## src/rtl/mtsp_mem_cmd_pkg.sv

```systemverilog
// Shared types for the memory-command issuer: FSM states and the command record.
// Pure declarations: no latency, no backpressure.
package mtsp_mem_cmd_pkg;

    localparam int CMD_SIZE_W  = 8;
    localparam int DEF_GADDR_W = 10;

    typedef enum logic [2:0] {
        IDLE,
        ISSUE,
        GAP,
        WAIT,
        DONE
    } state_t;

    // gaddr is sized to the default line-address width of the GMB.
    typedef struct packed {
        logic                   we;
        logic                   cache_en;
        logic                   cache_only;
        logic [DEF_GADDR_W-1:0] gaddr;
        logic [CMD_SIZE_W-1:0]  size;
    } mem_cmd_t;

endpackage

```

## src/rtl/mtsp_mem_cmd_issuer.sv

```systemverilog
// Splits one load/store request into MAX_BURST-line command pulses; at least 3 cycles between pulses.
// Accepts only in IDLE (REQ_READY); after each pulse it waits for MEM_BUSY to drop.
module mtsp_mem_cmd_issuer
    import mtsp_mem_cmd_pkg::*;
#(
    parameter int GADDR_W   = 10,
    parameter int LEN_W     = 16,
    parameter int MAX_BURST = 255
) (
    input  logic               CLK,
    input  logic               RST,
    input  logic               REQ_VALID,
    output logic               REQ_READY,
    input  logic               REQ_WE,
    input  logic               REQ_CACHE_EN,
    input  logic               REQ_CACHE_ONLY,
    input  logic [GADDR_W-1:0] REQ_GADDR,
    input  logic [LEN_W-1:0]   REQ_LEN,
    output logic               CMD_REQ,
    output logic [7:0]         CMD_SIZE,
    output logic [GADDR_W-1:0] CMD_GADDR,
    output logic               CMD_WE,
    output logic               CMD_CACHE_EN,
    output logic               CMD_CACHE_ONLY,
    input  logic               MEM_BUSY,
    input  logic               ABORT,
    output logic               BUSY,
    output logic               DONE
);

    state_t             state;
    state_t             state_nxt;
    logic [LEN_W-1:0]   r_left;
    logic [LEN_W-1:0]   chunk_len;
    logic [GADDR_W-1:0] r_addr;
    logic               abort_pend;
    logic               accept;
    mem_cmd_t           r_cmd;
    mem_cmd_t           cmd;

    assign accept = REQ_VALID && (state == IDLE);

    // Compared at full length width so long requests never alias into a small chunk.
    assign chunk_len = (r_left > LEN_W'(MAX_BURST)) ? LEN_W'(MAX_BURST) : r_left;

    always_ff @(posedge CLK or posedge RST) begin
        if (RST) begin
            state <= IDLE;
        end else begin
            state <= state_nxt;
        end
    end

    always_comb begin
        state_nxt = state;
        unique case (state)
            IDLE: begin
                if (REQ_VALID) begin
                    state_nxt = (REQ_LEN == '0) ? mtsp_mem_cmd_pkg::DONE : ISSUE;
                end
            end
            ISSUE: state_nxt = GAP;
            // MEM_BUSY is registered in the mover, so it is not yet valid here.
            GAP:   state_nxt = WAIT;
            WAIT: begin
                if (!MEM_BUSY) begin
                    state_nxt = ((r_left == '0) || abort_pend) ? mtsp_mem_cmd_pkg::DONE : ISSUE;
                end
            end
            mtsp_mem_cmd_pkg::DONE: state_nxt = IDLE;
            default: state_nxt = IDLE;
        endcase
    end

    always_ff @(posedge CLK or posedge RST) begin
        if (RST) begin
            r_left     <= '0;
            r_addr     <= '0;
            r_cmd      <= '0;
            abort_pend <= 1'b0;
        end else begin
            if (accept) begin
                r_left           <= REQ_LEN;
                r_addr           <= REQ_GADDR;
                r_cmd.we         <= REQ_WE;
                r_cmd.cache_en   <= REQ_CACHE_EN;
                r_cmd.cache_only <= REQ_CACHE_ONLY;
            end
            if (state == ISSUE) begin
                r_left      <= r_left - chunk_len;
                r_addr      <= r_addr + GADDR_W'(chunk_len);
                r_cmd.size  <= CMD_SIZE_W'(chunk_len);
                r_cmd.gaddr <= DEF_GADDR_W'(r_addr);
            end
            if (state == mtsp_mem_cmd_pkg::DONE) begin
                abort_pend <= 1'b0;
            end else if (ABORT && (state != IDLE)) begin
                abort_pend <= 1'b1;
            end
        end
    end

    // Command fields show the live chunk during ISSUE and hold the last one otherwise.
    always_comb begin
        cmd = r_cmd;
        if (state == ISSUE) begin
            cmd.size  = CMD_SIZE_W'(chunk_len);
            cmd.gaddr = DEF_GADDR_W'(r_addr);
        end
        REQ_READY      = (state == IDLE);
        CMD_REQ        = (state == ISSUE);
        BUSY           = (state != IDLE);
        DONE           = (state == mtsp_mem_cmd_pkg::DONE);
        CMD_SIZE       = cmd.size;
        CMD_GADDR      = GADDR_W'(cmd.gaddr);
        CMD_WE         = cmd.we;
        CMD_CACHE_EN   = cmd.cache_en;
        CMD_CACHE_ONLY = cmd.cache_only;
    end

endmodule

```

## config.mk

```make
export PLATFORM = sky130hd
export DESIGN_NAME = mtsp_mem_cmd_issuer
export DESIGN_NICKNAME = d
export VERILOG_FILES = /design/src/rtl/mtsp_mem_cmd_pkg.sv /design/src/rtl/mtsp_mem_cmd_issuer.sv
export SDC_FILE = /design/constraint.sdc
export NUM_CORES = 1
export LEC_CHECK = 0
export CAP_MARGIN = 20
export CORE_MARGIN = 1.5
export CORE_UTILIZATION = 35
export CTS_BUF_LIST = sky130_fd_sc_hd__clkbuf_2 sky130_fd_sc_hd__clkbuf_4 sky130_fd_sc_hd__clkbuf_8
export DETAILED_ROUTE_END_ITERATION = 16
export HOLD_SLACK_MARGIN = 0.05
export PLACE_DENSITY_LB_ADDON = 0.12
export SLEW_MARGIN = 10
export SYNTH_ARGS = -nofsm -noshare
export SYNTH_HDL_FRONTEND = slang
export SYNTH_SLANG_ARGS = --single-unit
```

## constraint.sdc

```tcl
create_clock -name CLK -period 3.51 [get_ports CLK]
set_clock_uncertainty 0.05 [all_clocks]
set_input_delay 0.8775 -clock CLK [delete_from_list [all_inputs] [get_ports CLK]]
set_output_delay 0.8775 -clock CLK [all_outputs]
set_load 0.02 [all_outputs]
```

==> key figures, run 1 <==
Worst hold path
  • HP Start: r_cmd[15]
  • Hold path cells: 2
  • Worst Hold End: r_cmd[15]
  • Worst hold path type: reg2reg

CTS
  • Root Driver: clkbuf_8
  • Latest clock arrival within the worst-skew pair: just over 0.3 ns
  • H-tree levels: 2
  • Setup repair bufs after CTS: 0
  • Clk buf depth: 2
  • Hold-fix buffers, CTS: 0
  • Clock-pin slew on the worst setup and hold paths: approximately 0.090 ns
  • CTS Buf Count: 5
  • CTS sink cnt: 51
  • CTS tree: done

Yosys
  • Flops & latches, synth: between 50 and 60
  • Post-synthesis cell type count: 56
  • Syn_nets: approximately 380
  • Mapped cell area: approximately 0.0030 mm^2
  • Number of synthesized flops with an enable pin: 0
  • Mean post-synth cell area: 8.87 um^2
  • Synth warn: 0
  • Synth Flop Type: dfrtp_1
  • Post-Synthesis Cells: about 330
  • Seq/Total Area, Yosys: a little over two fifths
  • FFs w/ async S/R, synth: 100%

Global route
  • Total global-route track usage: 19.2%
  • Initial antenna violation count: 0
  • Largest net degree at the start of global routing: 36
  • Total grt overflow: 0
  • Via count of the first global-routing pass: ~2.6k
  • First-pass GRT wire length: around 13,000 um

Power and ir drop
  • Power Density: ~860 mW/mm^2
  • Leak: ~1.5 nW
  • Maximum vdd drop: roughly 0.33 mV

Finish
  • Commonest non-fill, non-tap cell in the layout: nand2_1
  • Final core utilization: between 40 and 50%
  • Diodes inserted: 0
  • Most frequent cells in the layout: 62 x nand2_1, 51 x dfrtp_1, 50 x clkdlybuf4s50_1, 26 x nor2_1, 17 x o21ai_0
  • Post-route cell area: around 0.0038 mm^2
  • Area growth from synthesis to layout: 28.0%
  • Final nets: 437
  • Layout cell share with drive strength beyond 1: 8.40%

Setup path
  • RR Endpoint: r_addr[9]
  • CP arrival: ~2.5 ns
  • Critical path class: reg2out
  • Worst reg-to-reg path cell count: 10
  • Crit Path Max Fanout: 7
  • CP Launch Type: register
  • Worst EP required: 2.58 ns
  • R2R Setup Slk: 0.29 ns
  • R2r startpoint: r_left[11]
  • Setup crit end kind: output pin

Floorplan
  • Die Y: around 95 um
  • Core ar.: between 0.008 and 0.009 mm^2
  • Die area: about 0.0090 mm^2
  • Die Wd: around 95 um
  • FP Rows: 33
  • Io pins: 59
  • Initial Util: between 30% and 40%

STA
  • Slew Limit Fails: 0
  • Fin worst setup slack: 0.117 ns
  • Rel. slew slack: ~58%
  • Post-layout minimum cycle time: 3.39 ns
  • Final Hold Viols: 0
  • Setup_tns: 0 ns
  • Worst-Margin Slew: about 0.62 ns
  • Period utilization: 96.7%
  • Setup violations, final: 0
  • RSZ-0062 raised after global routing: false
  • Max Fclk: 0.295 GHz

Route
  • Routed vias/inst: 5.44
  • Drt first pass iters: 5
  • WL/cell: 16.0 um
  • Final ANT Viol Nets: 0
  • Vias: 2,711
  • Routed WL: 7970 um
  • Drc violations: 0
  • Initial DRC Count: between 150 and 200

Placed design
  • RD Place Congestion: 0.875
  • DP Area: about 0.0037 mm^2
  • Place WS: roughly 0.15 ns
  • HPWL after DPL: 5760 um
  • Port Buffers: between 50 and 60

Run
  • Max-capacitance violation count: 0

Status
  • Status: complete, no violations
[stage by stage]
step	power (mW)	hold WS, ns	cells
floorplan	2.24	0.413	333
global placement	2.85	0.405	490
detailed placement	2.88	0.410	490
CTS	3.24	0.433	498
global route	3.51	0.447	498
finish	3.24	0.427	498
[cells in the mapped netlist (5+ instances only)]
library cell  number  share of area (%)
nand2_1           62                7.9
dfrtp_1           51                 43
inv_1             11                1.4
nand2b_1           9                1.9
clkbuf_1           8                1.0
a211oi_1           8                2.0
nor2_1            27                3.4
nor3_1            10                1.7
mux2_2             7                2.7
ha_1              10                4.2
a21oi_1           14                2.4
nor4_1             9                1.9
buf_2              5               0.85
o21ai_1            5               0.85
o21ai_0           17                2.9
o22ai_1            6                1.3
a31oi_1            8                1.7
[cell families after synthesis]
family | synth area share, %
buffers and inverters | 4.15
multiplexers | 4.02
other | 0.127
AND/OR/NAND/NOR | 22.0
flip-flops | 43.2
XOR/XNOR | 1.78
adder cells (fa/ha/maj) | 4.91
AO/OA/AOI/OAI | 19.8
[final cells by class]
type,count,area [um^2]
well taps,105,131
clock inverters,1,5.00
multi-input cells,254,1560
fillers,814,4390
repair buffers,68,674
inverters,12,47.5
clock buffers,7,83.8
flip-flops and latches,51,1280
[repair_timing]
action | 4_1_cts | 5_1_grt
resized for setup | 8 | 4
setup endpoints to repair | 7 | 8
pin swaps | 0 | 0
[state kept, by name (all words and copies together) (netlist names)]
name,flops
CMD_CACHE_EN,1
CMD_CACHE_ONLY,1
CMD_WE,1
abort_pend,1
r_addr,10
r_cmd,18
r_left,16
state,3
[power by group]
| group | total, mW | internal (mW) | switching [mW] |
|---|---|---|---|
| clock network | 0.361 | 0.156 | 0.205 |
| logic | 1.80 | 0.793 | 1.01 |
| registers | 1.07 | 0.838 | 0.236 |
[metal layers]
metal / routed length (um) / up-vias / track usage (%)
met1: 3760 / 1291 / 27.3
met3: 520 / 8 / 3.14
met5: 0 / - / 0
li1: - / 1324 / -
met4: 93 / 0 / 5.10
met2: 3600 / 88 / 30.1
[worst max-delay path by stage]
stage,start,end,slack [ns],cells after the start
2_1_floorplan,r_left[11],r_addr[9],0.51,11
3_3_place_gp,r_left[11],CMD_SIZE[1],0.21,5
3_5_place_dp,r_left[11],CMD_SIZE[1],0.15,5
4_1_cts,state[0],CMD_GADDR[3],0.05,7
5_1_grt,state[0],CMD_GADDR[1],0.02,5
6_report,r_left[11],CMD_SIZE[1],0.12,5
[worst max-delay path, cell delays in order (launching register included)]
cell	delay [ns]
dfrtp_1	0.45
or4_4	0.63
or3_1	0.43
nor2_2	0.21
o21ai_1	0.10
dlygate4sd2_1	0.34
Note: power is estimated with default switching activity, not from simulation.
==> run 2, diff against run 1 <==
--- a/config.mk
+++ b/config.mk
@@ -7,7 +7,7 @@
 export LEC_CHECK = 0
 export CAP_MARGIN = 20
 export CORE_MARGIN = 1.5
-export CORE_UTILIZATION = 35
+export CORE_UTILIZATION = 40
 export CTS_BUF_LIST = sky130_fd_sc_hd__clkbuf_2 sky130_fd_sc_hd__clkbuf_4 sky130_fd_sc_hd__clkbuf_8
 export DETAILED_ROUTE_END_ITERATION = 16
 export HOLD_SLACK_MARGIN = 0.05
==> constraint.sdc (replaced) <==
create_clock -name CLK -period 3.51 [get_ports CLK]
set_clock_uncertainty 0.05 [all_clocks]
set_input_delay 0.702 -clock CLK [delete_from_list [all_inputs] [get_ports CLK]]
set_output_delay 0.702 -clock CLK [all_outputs]
set_load 0.02 [all_outputs]
==> run 2 against run 1 <==
Against the previous run:
- maximum frequency shrank 1.3%
- global-route usage grew 1.8 points
- core utilization grew 5.9 points
- sequential share of layout area grew 0.19 points
- first-iteration DRC count grew 33%
- cell area shrank 0.56%
- critical path type unchanged
- largest power group unchanged
==> key figures, run 2 (same netlist as run 1, synthesis figures left out) <==
Setup path
  • CP Launch Type: register
  • Critical path's slowest cell: or4_4
  • Crit-path cells: or4_4, nor3_4, buf_4, nand2b_1, mux2_2, clkdlybuf4s50_1
  • R2R Setup Slk: approximately 0.32 ns
  • Worst EP required: around 2.8 ns
  • CP arrival: 2.69 ns
  • Critical path class: reg2out
  • Setup crit end kind: output pin
  • Crit Path Max Fanout: 13
  • Critical Path Max Stage Delay: 0.63 ns
  • Worst reg-to-reg path cell count: 10

Global route
  • Total global-route track usage: 21.0%
  • Grt met3 use: approximately 3.4%
  • Busiest metal layer after global routing: met2
  • Initial antenna violation count: 0
  • Met1 usage: approximately 30%
  • Met2 Resource Use GR: 33.7%
  • Via count of the first global-routing pass: 2,569
  • First-pass GRT wire length: 12,800 um
  • Largest net degree at the start of global routing: 36
  • Total grt overflow: 0

Power and ir drop
  • Power Density: between 800 and 900 mW/mm^2
  • Maximum vdd drop: approximately 0.38 mV
  • Leak: 1.51 nW
  • Design Power: approximately 3.2 mW

Floorplan
  • Core ar.: around 0.007 mm^2
  • Die Wd: around 89 um
  • Io pins: approximately 60
  • Die area: 0.00791 mm^2
  • Die Y: 88.9 um
  • Initial Util: 40.9%
  • FP Rows: 31

STA
  • Rel. slew slack: 58.6%
  • Post-layout minimum cycle time: between 3 and 4 ns
  • Slew Limit Fails: 0
  • Period utilization: a little under 100%
  • Setup_tns: 0 ns
  • Max Fclk: about 0.29 GHz
  • Setup violations, final: 0
  • RSZ-0062 raised after global routing: false
  • Final Hold Viols: 0
  • Worst-Margin Slew: slightly above 0.6 ns

Worst hold path
  • Worst hold path type: reg2reg
  • Hold path cells: 2

Route
  • WL/cell: between 15 and 20 um
  • Drt first pass iters: 4
  • Final ANT Viol Nets: 0
  • Drc violations: 0
  • Vias: ~2.7k
  • Initial DRC Count: roughly 220
  • Routed vias/inst: between 5 and 6
  • Routed WL: about 7900 um

Placed design
  • HPWL after DPL: 5570 um
  • RD Place Congestion: 0.869
  • Port Buffers: 58

Run
  • Max-capacitance violation count: 0

CTS
  • CTS sink cnt: 51
  • CTS tree: done
  • CTS Buf Count: 5
  • Setup repair bufs after CTS: 0
  • Latest clock arrival within the worst-skew pair: between 0.3 and 0.4 ns
  • Hold-fix buffers, CTS: 0
  • Clock-pin slew on the worst setup and hold paths: ~0.1 ns
  • # resized after CTS: 0
  • H-tree levels: 2
  • Root Driver: clkbuf_8
  • Clk buf depth: 2

Finish
  • Area growth from synthesis to layout: 27.3%
  • Layout cell share with drive strength beyond 1: slightly below 8%
  • Final nets: approximately 440
  • Fill count: about 730
  • Top reg by flops: r_cmd
  • Largest register FFs: 18
  • Multi-input logic area: approximately 0.0016 mm^2
  • Diodes inserted: 0
  • Largest registers: r_cmd (18), r_left (16), r_addr (10)
  • Commonest non-fill, non-tap cell in the layout: nand2_1
  • FF+latch area: 0.00128 mm^2
  • Most frequent cells in the layout: 62 x nand2_1, 55 x clkdlybuf4s50_1, 51 x dfrtp_1, 26 x nor2_1, 17 x o21ai_0

Status
  • Status: complete, no violations
-- run 2: cell types whose count changed in the layout (fill, tap and decap cells not counted), moves of 2 or more --
cell,change
buf_12,-2
clkbuf_4,-2
clkbuf_8,+2
clkdlybuf4s50_1,+5
dlygate4sd2_1,-7
dlymetal6s2s_1,+2
-- run 2: worst max-delay path: cells and delay by family, from the launching register on --
kind	cells	cell delay, ns
AND/OR/NAND/NOR	3	0.89
flip-flops	1	0.44
multiplexers	1	0.29
buffers and inverters	2	0.76
-- run 2: metrics by stage --
stage	util [%]	instances	instance area, um^2	setup slack, ns	hold slack (ns)
4_1_cts	51.9	490	3740	0.0366	0.433
2_1_floorplan	-	333	2950	0.511	0.413
5_1_grt	52.1	490	3760	0.000846	0.443
3_5_place_dp	50.5	482	3640	0.257	0.408
3_3_place_gp	50.5	482	3640	0.352	0.406
6_report	52.1	490	3760	0.0711	0.425
-- run 2: layout make-up --
type | instances | share of cell area [%]
Clock inverter | 1 | 0.200
Timing Repair Buffer | 66 | 17.2
Multi-Input combinational cell | 254 | 41.6
Clock buffer | 7 | 2.56
Sequential cell | 51 | 33.9
Inverter | 12 | 1.20
Tap cell | 99 | 3.29
-- run 2: worst paths after layout --
path                       startpoint     endpoint
min                         r_cmd[17]    r_cmd[17]
min reg2reg                 r_cmd[17]    r_cmd[17]
max                        r_left[11]  CMD_SIZE[4]
max in group asynchronous         RST    r_left[0]
max reg2reg                r_left[11]    r_addr[9]
min in group asynchronous         RST   abort_pend
-- run 2: power by group --
group,switching (mW),internal (mW)
combinational,0.994,0.777
clock,0.206,0.180
sequential,0.242,0.838
-- run 2: per-layer routing --
metal  part of all wire (%)  vias up
li1                       -     1320
met3                    4.3        4
met2                     45       71
met4                   0.58        0
met5                      0        -
met1                     50     1283
==> run 3, diff against run 2 <==
--- a/config.mk
+++ b/config.mk
@@ -7,10 +7,11 @@
 export LEC_CHECK = 0
 export CAP_MARGIN = 20
 export CORE_MARGIN = 1.5
-export CORE_UTILIZATION = 40
+export CORE_UTILIZATION = 39
 export CTS_BUF_LIST = sky130_fd_sc_hd__clkbuf_2 sky130_fd_sc_hd__clkbuf_4 sky130_fd_sc_hd__clkbuf_8
+export CTS_CLUSTER_SIZE = 40
 export DETAILED_ROUTE_END_ITERATION = 16
-export HOLD_SLACK_MARGIN = 0.05
+export HOLD_SLACK_MARGIN = 0.12
 export PLACE_DENSITY_LB_ADDON = 0.12
 export SLEW_MARGIN = 10
 export SYNTH_ARGS = -nofsm -noshare
==> run 3 against run 2 <==
Against the previous run:
- combinational power barely moved
- critical path depth did not move
- core utilization fell by 0.59 points
- first-iteration DRC count fell by 21%
==> key figures, run 3 (same netlist as run 1, synthesis figures left out) <==
Route
  • Drc violations: 0
  • Final ANT Viol Nets: 0
  • Initial DRC Count: ~180
  • Vias: between 2k and 3k
  • Routed WL: about 7800 um
  • Drt first pass iters: 4
  • WL/cell: 16.0 um
  • Routed vias/inst: between 5 and 6

STA
  • Slew Limit Fails: 0
  • Post-layout minimum cycle time: roughly 3.4 ns
  • Worst-Margin Slew: approximately 0.6 ns
  • Setup violations, final: 0
  • Final Hold Viols: 0
  • Worst hold slack: 0.427 ns
  • Period utilization: 97.6%
  • Fin worst setup slack: approximately 0.085 ns
  • Max Fclk: 0.292 GHz
  • Setup_tns: 0 ns
  • Rel. slew slack: slightly below 60%

Power and ir drop
  • Power Density: 866 mW/mm^2
  • Maximum vdd drop: ~0.42 mV
  • Design Power: 3.25 mW
  • Leak: between 1.5 and 2 nW

Worst hold path
  • HP Start: r_cmd[10]
  • Worst Hold End: r_cmd[10]
  • Hold path cells: 2
  • Worst hold path type: reg2reg

Setup path
  • Worst EP required: approximately 2.8 ns
  • CP Launch Type: register
  • RR Endpoint: r_addr[9]
  • Critical path class: reg2out
  • CP arrival: 2.67 ns
  • R2r startpoint: r_left[11]
  • Worst reg-to-reg path cell count: 10
  • R2R Setup Slk: about 0.33 ns
  • Setup crit end kind: output pin
  • Crit Path Max Fanout: 10

Floorplan
  • Die Wd: roughly 90 um
  • Io pins: 59
  • Die Y: 90.0 um
  • FP Rows: 31
  • Core ar.: ~0.0073 mm^2
  • Die area: approximately 0.008 mm^2
  • Initial Util: approximately two fifths

Finish
  • Post-route cell area: approximately 0.0038 mm^2
  • Multi-input logic area: 0.00156 mm^2
  • Most frequent cells in the layout: 62 x nand2_1, 57 x clkdlybuf4s50_1, 51 x dfrtp_1, 26 x nor2_1, 17 x o21ai_0
  • Area growth from synthesis to layout: 27.2%
  • Layout cell share with drive strength beyond 1: 7.20%
  • Final nets: between 400 and 500
  • Top reg by flops: r_cmd
  • Final core utilization: around half
  • Diodes inserted: 0
  • Commonest non-fill, non-tap cell in the layout: nand2_1
  • Fill count: 733
  • FF+latch area: 0.00128 mm^2
  • Non-Filler Instances: slightly below 500
  • Largest registers: r_cmd (18), r_left (16), r_addr (10)
  • Largest register FFs: 18

CTS
  • CTS sink cnt: 51
  • Latest clock arrival within the worst-skew pair: 0.30 ns
  • CTS Buf Count: 5
  • Clk buf depth: 2
  • H-tree levels: 2
  • Clock-pin slew on the worst setup and hold paths: 0.10 ns
  • Root Driver: clkbuf_8
  • CTS tree: done

Global route
  • Initial antenna violation count: 0
  • Total global-route track usage: 19.9%
  • Total grt overflow: 0
  • First-pass GRT wire length: 13,100 um
  • Via count of the first global-routing pass: roughly 2.6k
  • Largest net degree at the start of global routing: 36

Placed design
  • Port Buffers: between 50 and 60
  • Cell total after placement: 480
  • DP Area: about 0.0036 mm^2
  • Place WS: approximately 0.27 ns
  • RD Place Congestion: between 0.8 and 0.9
  • HPWL after DPL: 5490 um

Run
  • Max-capacitance violation count: 0

Status
  • Status: complete, no violations
-- run 3: critical path, stage by stage (launching register included) --
cell and delay [ns]:
dfrtp_1 0.44, or4_4 0.62, nor3_4 0.24, buf_12 0.15
nand2b_1 0.08, mux2_2 0.29, clkdlybuf4s50_1 0.55
-- run 3: layout make-up --
class,count,share of cell area [%]
Clock buffer,6,2.03
Clock inverter,1,0.799
Inverter,12,1.20
Multi-Input combinational cell,254,41.5
Sequential cell,51,34.0
Tap cell,99,3.30
Timing Repair Buffer,65,17.2
-- run 3: worst max-delay path by stage --
stage,to,from,slack [ns],cells past startpoint
global placement,r_addr[9],r_left[11],0.33,10
finish,CMD_SIZE[6],r_left[11],0.09,6
global route,CMD_SIZE[6],r_left[11],-0.004,6
detailed placement,r_addr[9],r_left[11],0.27,10
floorplan,r_addr[9],r_left[11],0.51,11
CTS,CMD_SIZE[4],r_left[8],0.05,5
-- run 3: repair_timing --
action / 4_1_cts / 5_1_grt
resized for setup: 1 / 1
pin swaps: 0 / 1
hold buffers: 0 / 0
endpoints found under the setup margin: 1 / 7
buffers inserted: 0 / 1
-- run 3: power breakdown --
part / leakage, nW / switching [mW] / internal, mW
sequential: 0.580 / 0.239 / 0.838
combinational: 0.878 / 0.990 / 0.769
clock: 0.0547 / 0.198 / 0.217
-- run 3: routing by layer --
layer	share of wire, %	global-route usage (%)	routed length [um]	vias to the layer above
li1	-	-	-	1301
met1	49	29.5	3850	1318
met3	4.8	3.47	376	4
met2	45	29.7	3520	69
met5	0	0	0	-
met4	0.87	5.42	68	0
